$ cat src/rtl/mem_port_arbiter.sv
// Arbitrates one single-port memory between instruction fetch and data load/store.
// Optional performance counters are enabled by defining ARB_PERF_CNT_EN.
module mem_port_arbiter #(
  parameter int unsigned TIMEOUT_CYC = 255
) (
  input  logic        clk,
  input  logic        rst_n,
  input  logic        if_req,
  input  logic [31:0] if_addr,
  output logic        if_ack,
  output logic [31:0] if_rdata,
  input  logic        d_r,
  input  logic        d_w,
  input  logic [31:0] d_addr,
  input  logic [31:0] d_wdata,
  output logic        d_ack,
  output logic [31:0] d_rdata,
  output logic        mem_en,
  output logic        mem_we,
  output logic [31:0] mem_addr,
  output logic [31:0] mem_wdata,
  input  logic [31:0] mem_rdata,
  input  logic        mem_ready,
  output logic        err,
`ifdef ARB_PERF_CNT_EN
  output logic [31:0] perf_if_cnt,
  output logic [31:0] perf_d_cnt,
  output logic [31:0] perf_stall_cnt,
`endif
  output logic        cpu_stall
);

  typedef enum logic [1:0] {S_IDLE, S_FETCH, S_DATA, S_RESP} state_e;

  localparam logic [7:0] TimeoutLim = 8'(TIMEOUT_CYC);

  state_e      state_q, state_d;
  logic [7:0]  cnt_q, cnt_d;
  logic        last_d_q, last_d_d;
  logic        both_q, both_d;
  logic        mem_en_q, mem_en_d;
  logic        mem_we_q, mem_we_d;
  logic [31:0] mem_addr_q, mem_addr_d;
  logic [31:0] mem_wdata_q, mem_wdata_d;
  logic        if_ack_q, if_ack_d;
  logic        d_ack_q, d_ack_d;
  logic [31:0] if_rdata_q, if_rdata_d;
  logic [31:0] d_rdata_q, d_rdata_d;
  logic        err_q, err_d;

  logic        d_any;
  logic        grant_data;
  logic        grant_fetch;
  logic        done;

  assign d_any       = d_r | d_w;
  // With both pending, data wins only if the previous grant went to fetch.
  assign grant_data  = d_any & (~if_req | ~last_d_q);
  assign grant_fetch = if_req & ~grant_data;
  assign done        = mem_ready | (cnt_q == TimeoutLim);

  always_comb begin
    state_d     = state_q;
    cnt_d       = cnt_q;
    last_d_d    = last_d_q;
    both_d      = both_q;
    mem_en_d    = mem_en_q;
    mem_we_d    = mem_we_q;
    mem_addr_d  = mem_addr_q;
    mem_wdata_d = mem_wdata_q;
    if_ack_d    = 1'b0;
    d_ack_d     = 1'b0;
    if_rdata_d  = if_rdata_q;
    d_rdata_d   = d_rdata_q;
    err_d       = 1'b0;
    unique case (state_q)
      S_IDLE: begin
        if (grant_data) begin
          state_d     = S_DATA;
          mem_en_d    = 1'b1;
          mem_we_d    = d_w;
          mem_addr_d  = d_addr;
          mem_wdata_d = d_wdata;
          both_d      = d_r & d_w;
          cnt_d       = '0;
          last_d_d    = 1'b1;
        end else if (grant_fetch) begin
          state_d     = S_FETCH;
          mem_en_d    = 1'b1;
          mem_we_d    = 1'b0;
          mem_addr_d  = if_addr;
          mem_wdata_d = '0;
          both_d      = 1'b0;
          cnt_d       = '0;
          last_d_d    = 1'b0;
        end
      end
      S_FETCH, S_DATA: begin
        cnt_d = cnt_q + 8'd1;
        if (done) begin
          state_d  = S_RESP;
          mem_en_d = 1'b0;
          mem_we_d = 1'b0;
          if (state_q == S_FETCH) begin
            if_ack_d   = 1'b1;
            if_rdata_d = mem_ready ? mem_rdata : '0;
            err_d      = ~mem_ready;
          end else begin
            d_ack_d   = 1'b1;
            d_rdata_d = (mem_ready & ~mem_we_q) ? mem_rdata : '0;
            err_d     = ~mem_ready | both_q;
          end
        end
      end
      S_RESP:  state_d = S_IDLE;
      default: state_d = S_IDLE;
    endcase
  end

  always_ff @(posedge clk or negedge rst_n) begin
    if (!rst_n) begin
      state_q     <= S_IDLE;
      cnt_q       <= '0;
      last_d_q    <= 1'b0;
      both_q      <= 1'b0;
      mem_en_q    <= 1'b0;
      mem_we_q    <= 1'b0;
      mem_addr_q  <= '0;
      mem_wdata_q <= '0;
      if_ack_q    <= 1'b0;
      d_ack_q     <= 1'b0;
      if_rdata_q  <= '0;
      d_rdata_q   <= '0;
      err_q       <= 1'b0;
    end else begin
      state_q     <= state_d;
      cnt_q       <= cnt_d;
      last_d_q    <= last_d_d;
      both_q      <= both_d;
      mem_en_q    <= mem_en_d;
      mem_we_q    <= mem_we_d;
      mem_addr_q  <= mem_addr_d;
      mem_wdata_q <= mem_wdata_d;
      if_ack_q    <= if_ack_d;
      d_ack_q     <= d_ack_d;
      if_rdata_q  <= if_rdata_d;
      d_rdata_q   <= d_rdata_d;
      err_q       <= err_d;
    end
  end

  assign if_ack    = if_ack_q;
  assign if_rdata  = if_rdata_q;
  assign d_ack     = d_ack_q;
  assign d_rdata   = d_rdata_q;
  assign mem_en    = mem_en_q;
  assign mem_we    = mem_we_q;
  assign mem_addr  = mem_addr_q;
  assign mem_wdata = mem_wdata_q;
  assign err       = err_q;
  assign cpu_stall = (if_req | d_r | d_w) & ~(if_ack_q | d_ack_q);

`ifdef ARB_PERF_CNT_EN
  logic [31:0] perf_if_q, perf_if_d;
  logic [31:0] perf_d_q, perf_d_d;
  logic [31:0] perf_stall_q, perf_stall_d;

  always_comb begin
    perf_if_d    = perf_if_q;
    perf_d_d     = perf_d_q;
    perf_stall_d = perf_stall_q;
    if (state_q == S_IDLE && grant_fetch) perf_if_d = perf_if_q + 32'd1;
    if (state_q == S_IDLE && grant_data)  perf_d_d  = perf_d_q + 32'd1;
    if (cpu_stall)                        perf_stall_d = perf_stall_q + 32'd1;
  end

  always_ff @(posedge clk or negedge rst_n) begin
    if (!rst_n) begin
      perf_if_q    <= '0;
      perf_d_q     <= '0;
      perf_stall_q <= '0;
    end else begin
      perf_if_q    <= perf_if_d;
      perf_d_q     <= perf_d_d;
      perf_stall_q <= perf_stall_d;
    end
  end

  assign perf_if_cnt    = perf_if_q;
  assign perf_d_cnt     = perf_d_q;
  assign perf_stall_cnt = perf_stall_q;
`endif

endmodule
$ cat config.mk
export PLATFORM = sky130hd
export DESIGN_NAME = mem_port_arbiter
export DESIGN_NICKNAME = d
export VERILOG_FILES = /design/src/rtl/mem_port_arbiter.sv
export SDC_FILE = /design/constraint.sdc
export NUM_CORES = 1
export LEC_CHECK = 0
export BUFFER_PORTS_ARGS = -buffer_cell sky130_fd_sc_hd__buf_4
export CORE_MARGIN = 8
export CORE_UTILIZATION = 52
export CTS_CLUSTER_DIAMETER = 120
export DETAILED_ROUTE_END_ITERATION = 8
export PLACE_DENSITY = 0.86
export SYNTH_ARGS = -nofsm -noshare
export SYNTH_HDL_FRONTEND = slang
export SYNTH_SLANG_ARGS = --single-unit
$ cat constraint.sdc
create_clock -name clk -period 3.45 [get_ports clk]
set_input_delay 0.69 -clock clk [delete_from_list [all_inputs] [get_ports clk]]
set_output_delay 0.69 -clock clk [all_outputs]
set_load 0.005 [all_outputs]
Yosys cells after proc, flatten, opt, wreduce, memory -nomap -nowiden --
Index checks and enable logic that the tools add are counted. W data, S select, Z words.
Word-level totals: output and inout port bits 134, register bits after elaboration 145, bits of input ports 134
Operators by class: multiplexer cells 31, bitwise logic cells 19, add/sub/neg operators 1, eq/ne operators 6, reductions and logical operators 10
Operators by type and width (count):
- $mux W32 | 6
- $mux W1 | 16
- $mux W8 | 2
- $pmux W8 S2 | 1
- $reduce_and A3 Y1 | 3
- $add A8 B1 Y8 const B | 1
- $eq A8 B8 Y1 const B | 1
- $not A1 Y1 | 7
- $or A1 B1 Y1 | 7
- $mux W2 | 3
- $pmux W2 S3 | 1
- $reduce_and A2 Y1 | 3
- $and A1 B1 Y1 | 5
- $eq A2 B2 Y1 const B | 2
- $pmux W1 S2 | 2
- $reduce_bool A2 Y1 | 2
- $ne A3 B3 Y1 const B | 1
- $eq A2 B1 Y1 const B | 1
- $logic_not A2 Y1 | 1
- $ne A2 B2 Y1 const B | 1
- $reduce_or A2 Y1 | 1

Logic depth before layout (Yosys ltp) --
depth after elaboration 8, depth in mapped cells 8, gate-level depth less buffers 5

Worst setup path before layout --
No wires, ideal clock.
path kind input to register, from input port d_r, to register mem_we_q, in the netlist mem_we, cell stages on the path 5, required time 3.324 ns, arrival time 1.680 ns, buffers on the path 2, path slack 1.644 ns, setup time 0.126 ns, cell sequence buf_2 o31ai_2 buf_4 nor3b_1 a311o_1
Between the ends: cells in the longest elaborated chain, start to end 6, elaborated cells between the ends (all ways) 8, those cells by class eq/ne (1); mux (2); bitwise (4); reduce/logical (1)
Ends and longest elaborated chain:
- start: declaration | line 12 | input logic d_r,
- $or A1 B1 Y1 (*) | line 56 | assign d_any = d_r | d_w;
- $and A1 B1 Y1 (*) | line 58 | assign grant_data = d_any & (~if_req | ~last_d_q);
- $not A1 Y1 | line 59 | assign grant_fetch = if_req & ~grant_data;
- $and A1 B1 Y1 | line 59
- $ne A3 B3 Y1 (no line)
- $reduce_and A3 Y1 (no line)
- end signal: assignment | line 141 | mem_we_q <= mem_we_d;
- end: declaration | line 42 | logic mem_we_q, mem_we_d;
Mark *: on every way between the ends. The rest lies on a longest branch, timed or not. A chain may end at the register's enable or synchronous reset.

Final worst setup path --
from register state_q[1], to register mem_wdata_q[9], in the netlist mem_wdata[9]
Between the ends: cells in the longest elaborated chain, start to end 2
Ends and longest elaborated chain:
- start: declaration | line 37 | state_e state_q, state_d;
- start signal: assignment | line 136 | state_q <= state_d;
- $logic_not A2 Y1 | line 76 | unique case (state_q)
- $reduce_and A2 Y1 (no line)
- end signal: assignment | line 143 | mem_wdata_q <= mem_wdata_d;
- end: declaration | line 44 | logic [31:0] mem_wdata_q, mem_wdata_d;
No other way between the ends.

==> results by group <==
Outcome
  • Result of the run: completed

Synth
  • Top area cells in the synthesized netlist: sky130_fd_sc_hd__dfrtp_1, sky130_fd_sc_hd__a22oi_1, sky130_fd_sc_hd__mux2i_1
  • Post-synthesis register bit count: 145
  • Area share of the leading cell type in the synthesized netlist: 57.1%
  • Count of distinct cell types in the synthesized netlist: 44
  • Part of the Yosys area used for sequential elements: 57.1%
  • Post-Syn Area: 6350 um2
  • Yosys top cell by area: sky130_fd_sc_hd__dfrtp_1
  • Post-synth net total: 727
  • Syn_area_per_cell: 10.8 um2
  • Post-synthesis cell count: 589
  • Synthesis Warnings: 0

Finish
  • Layout filler cell count: 827
  • Final cell utilization of the core: 74.9%
  • Layout cells sized above 1: 36.2%
  • Number of nets at the end of the flow: 980
  • Post-synthesis to final-layout area growth: 40.9%
  • Cell area after layout: 8950 um2
  • Total inserted antenna cells: 0
  • Leading cell types in the layout, fill and taps excluded: sky130_fd_sc_hd__buf_4, sky130_fd_sc_hd__dfrtp_1, sky130_fd_sc_hd__inv_1, sky130_fd_sc_hd__a22oi_1, sky130_fd_sc_hd__o21ai_0
  • Most common cell after layout, fill and taps aside: sky130_fd_sc_hd__buf_4

GRT
  • All-layer global routing usage: 24.3%
  • Via count of the first global-routing pass: 5800
  • Remaining global-route overflow: 0
  • Global-route wire length before repair: 31000 um
  • Initial antenna violation count: 0
  • GR met2 Demand/Resource: 40.8%
  • Met3 Use GR: 10.2%
  • Busiest grt layer: met2
  • Maximum number of pins on one net before global-route repair: 86
  • Fraction of met1 tracks used by global routing: 27.3%

Place
  • Pre-CTS setup slack: 1.16 ns
  • Post-Place Cell Area: 8450 um2
  • Number of port buffers: 267
  • Post-detailed-placement half-perimeter wirelength: 14400 um
  • Final weighted congestion of routability-driven global placement: 0.857

Critical path
  • Gate family responsible for the most delay along the worst path: simple AND/OR/NAND/NOR gates
  • Count of buffering cells on the critical path with inverters included: 1
  • Max Fanout on Critical Path: 33
  • Critical Path Start Type: register
  • Critical path, cell by cell: inv_1, ha_1, and2_1, a22o_1
  • Count of cells along the worst register-to-register path: 4
  • CP startpoint: state_q[1]
  • Worst Path Arrival: 2.60 ns
  • Max stage delay cell, worst path: sky130_fd_sc_hd__and2_1
  • Startpoint of the lowest-slack register-to-register path: state_q[1]
  • Capture point of the worst reg-to-reg path: mem_wdata[9]
  • Largest stage delay on the critical path: 0.99 ns
  • Worst endpoint required time: 3.80 ns
  • Category of the most critical setup path: register to register
  • Endpoint type of the worst setup path: register
  • Flop-to-flop setup slack: 1.20 ns

Clock network
  • Resized cells post-CTS: 0
  • Hold-fix buffers, CTS: 0
  • Maximum count of clock buffers along a single path: 2
  • CTS tree: built
  • TritonCTS buffer count: 17
  • # clock sinks: 145
  • Clock-pin slew reported for the worst setup and hold paths after clock tree synthesis: 0.06 ns
  • Buffer count from post-CTS setup fixing: 0
  • CTS H-tree lvls: 4
  • Root buf cell: sky130_fd_sc_hd__clkbuf_16
  • Worst-Skew Late Latency: 0.42 ns

Floorplan
  • Top Ports: 268
  • Starting density of the core: 53.1%
  • Overall die height: 127 um
  • Placement Rows: 40
  • Die ar.: 16000 um2
  • Chip width: 127 um
  • Core Box Area: 12000 um2

Timing
  • Clock period minus worst slack: 2.25 ns
  • Final critical-path share of the clock period: 65.2%
  • Transition time at the pin with the least slew margin: 1.20 ns
  • Setup repair after global routing missed its margin: no
  • Final Slew Violations: 0
  • Post-Route Hold Slack: 0.320 ns
  • Final TNS setup: 0 ns
  • Number of failing setup endpoints in the final timing report: 0
  • Hold violation total from the final report: 0
  • Setup slack of the critical path after layout: 1.20 ns
  • Max Fclk: 444 MHz
  • Max-slew headroom at the worst pin: 19.9%
  • Clock skew after layout: 0.0116 ns

Route
  • Routed wire length per instance: 19.6 um
  • Drt first-iter violations: 514
  • Drt drc: 0
  • Post-detailed-routing wire length: 19600 um
  • Total iterations of the first detailed-routing run: 5
  • Antenna Violating Nets Remaining: 0
  • Vias post-DR: 5583
  • Mean number of vias per cell: 5.58

Run
  • Max Cap Viol: 0

Power
  • Peak supply drop: 0.558 mV
  • Leakage power: 0.00465 uW
  • Total power per unit cell area: 939 nW/um2

Hold path
  • Kind of path behind the tightest hold check: input port to async pin
power breakdown:
part / switching, uW / internal, uW
Combinational: 1810 / 1950
Clock: 651 / 939
Sequential: 566 / 2490
Total: 3030 / 5380
area by class of cell:
class | instances | area, um2 | area share (%)
timing repair buffer | 277 | 2100 | 23.4
clock buffer | 23 | 468 | 5.23
tap | 147 | 184 | 2.05
clock inverter | 7 | 37.5 | 0.419
inverter | 69 | 259 | 2.89
multi-input combinational | 332 | 2280 | 25.5
sequential | 145 | 3630 | 40.5
stage by stage:
stage	total power, uW	instances
CTS	8490	1000
floorplan	4990	589
finish	8410	1000
global placement	6630	970
global route	8980	1000
detailed placement	6870	970
worst reg2reg max path, stage by stage (launching register included):
cell	delay (ns)
sky130_fd_sc_hd__dfrtp_1	0.38
sky130_fd_sc_hd__inv_1	0.14
sky130_fd_sc_hd__ha_1	0.40
sky130_fd_sc_hd__and2_1	1.00
sky130_fd_sc_hd__a22o_1	0.28
cell families (layout without fill, tap and decap cells):
logic type / after synthesis / in the layout / synth area share, %
adder cells (fa/ha/maj): 4 / 4 / 0.788
multiplexers: 33 / 33 / 5.20
AO/OA/AOI/OAI: 229 / 229 / 24.0
AND/OR/NAND/NOR: 66 / 66 / 5.38
buffers and inverters: 112 / 376 / 7.50
flip-flops: 145 / 145 / 57.1
routing by layer:
layer	up-vias	share of wire [%]
met1	2694	38
met2	261	50
li1	2604	-
met5	-	0
met4	0	1.3
met3	24	10
sequential cells by signal, summed over array words and instances (netlist names):
register,cells
mem_addr,32
d_rdata,32
both_q,1
if_rdata,32
cnt_q,8
mem_we,1
err,1
if_ack,1
state_q,2
mem_en,1
mem_wdata,32
d_ack,1
last_d_q,1
synthesized netlist by cell type, drive strengths merged:
cell type	count
a211oi	4
a21boi	2
a21o	1
a21oi	6
a22o	32
a22oi	64
a2bb2oi	1
a311o	1
a32o	1
and2	1
and3	2
and4	1
buf	27
clkbuf	16
dfrtp	145
ha	4
inv	69
mux2i	33
nand2	36
nand2b	1
nand3	4
nand3b	1
nand4	1
nor2	6
nor2b	1
nor3	2
nor3b	1
nor4	1
nor4b	1
nor4bb	1
o2111a	2
o211ai	2
o21a	2
o21ai	103
o21bai	2
o2bb2ai	1
o31ai	5
or3	1
or4	4
or4b	1
worst max-delay path by stage:
stage / to / slack, ns / cells past startpoint
CTS: mem_wdata[9] / 1.23 / 4
floorplan: mem_we / 1.64 / 5
detailed placement: mem_wdata[30] / 1.16 / 4
finish: mem_wdata[9] / 1.20 / 4
global route: mem_wdata[26] / 1.06 / 4
global placement: cpu_stall / 1.32 / 4
Note: power is estimated with default switching activity, not from simulation.
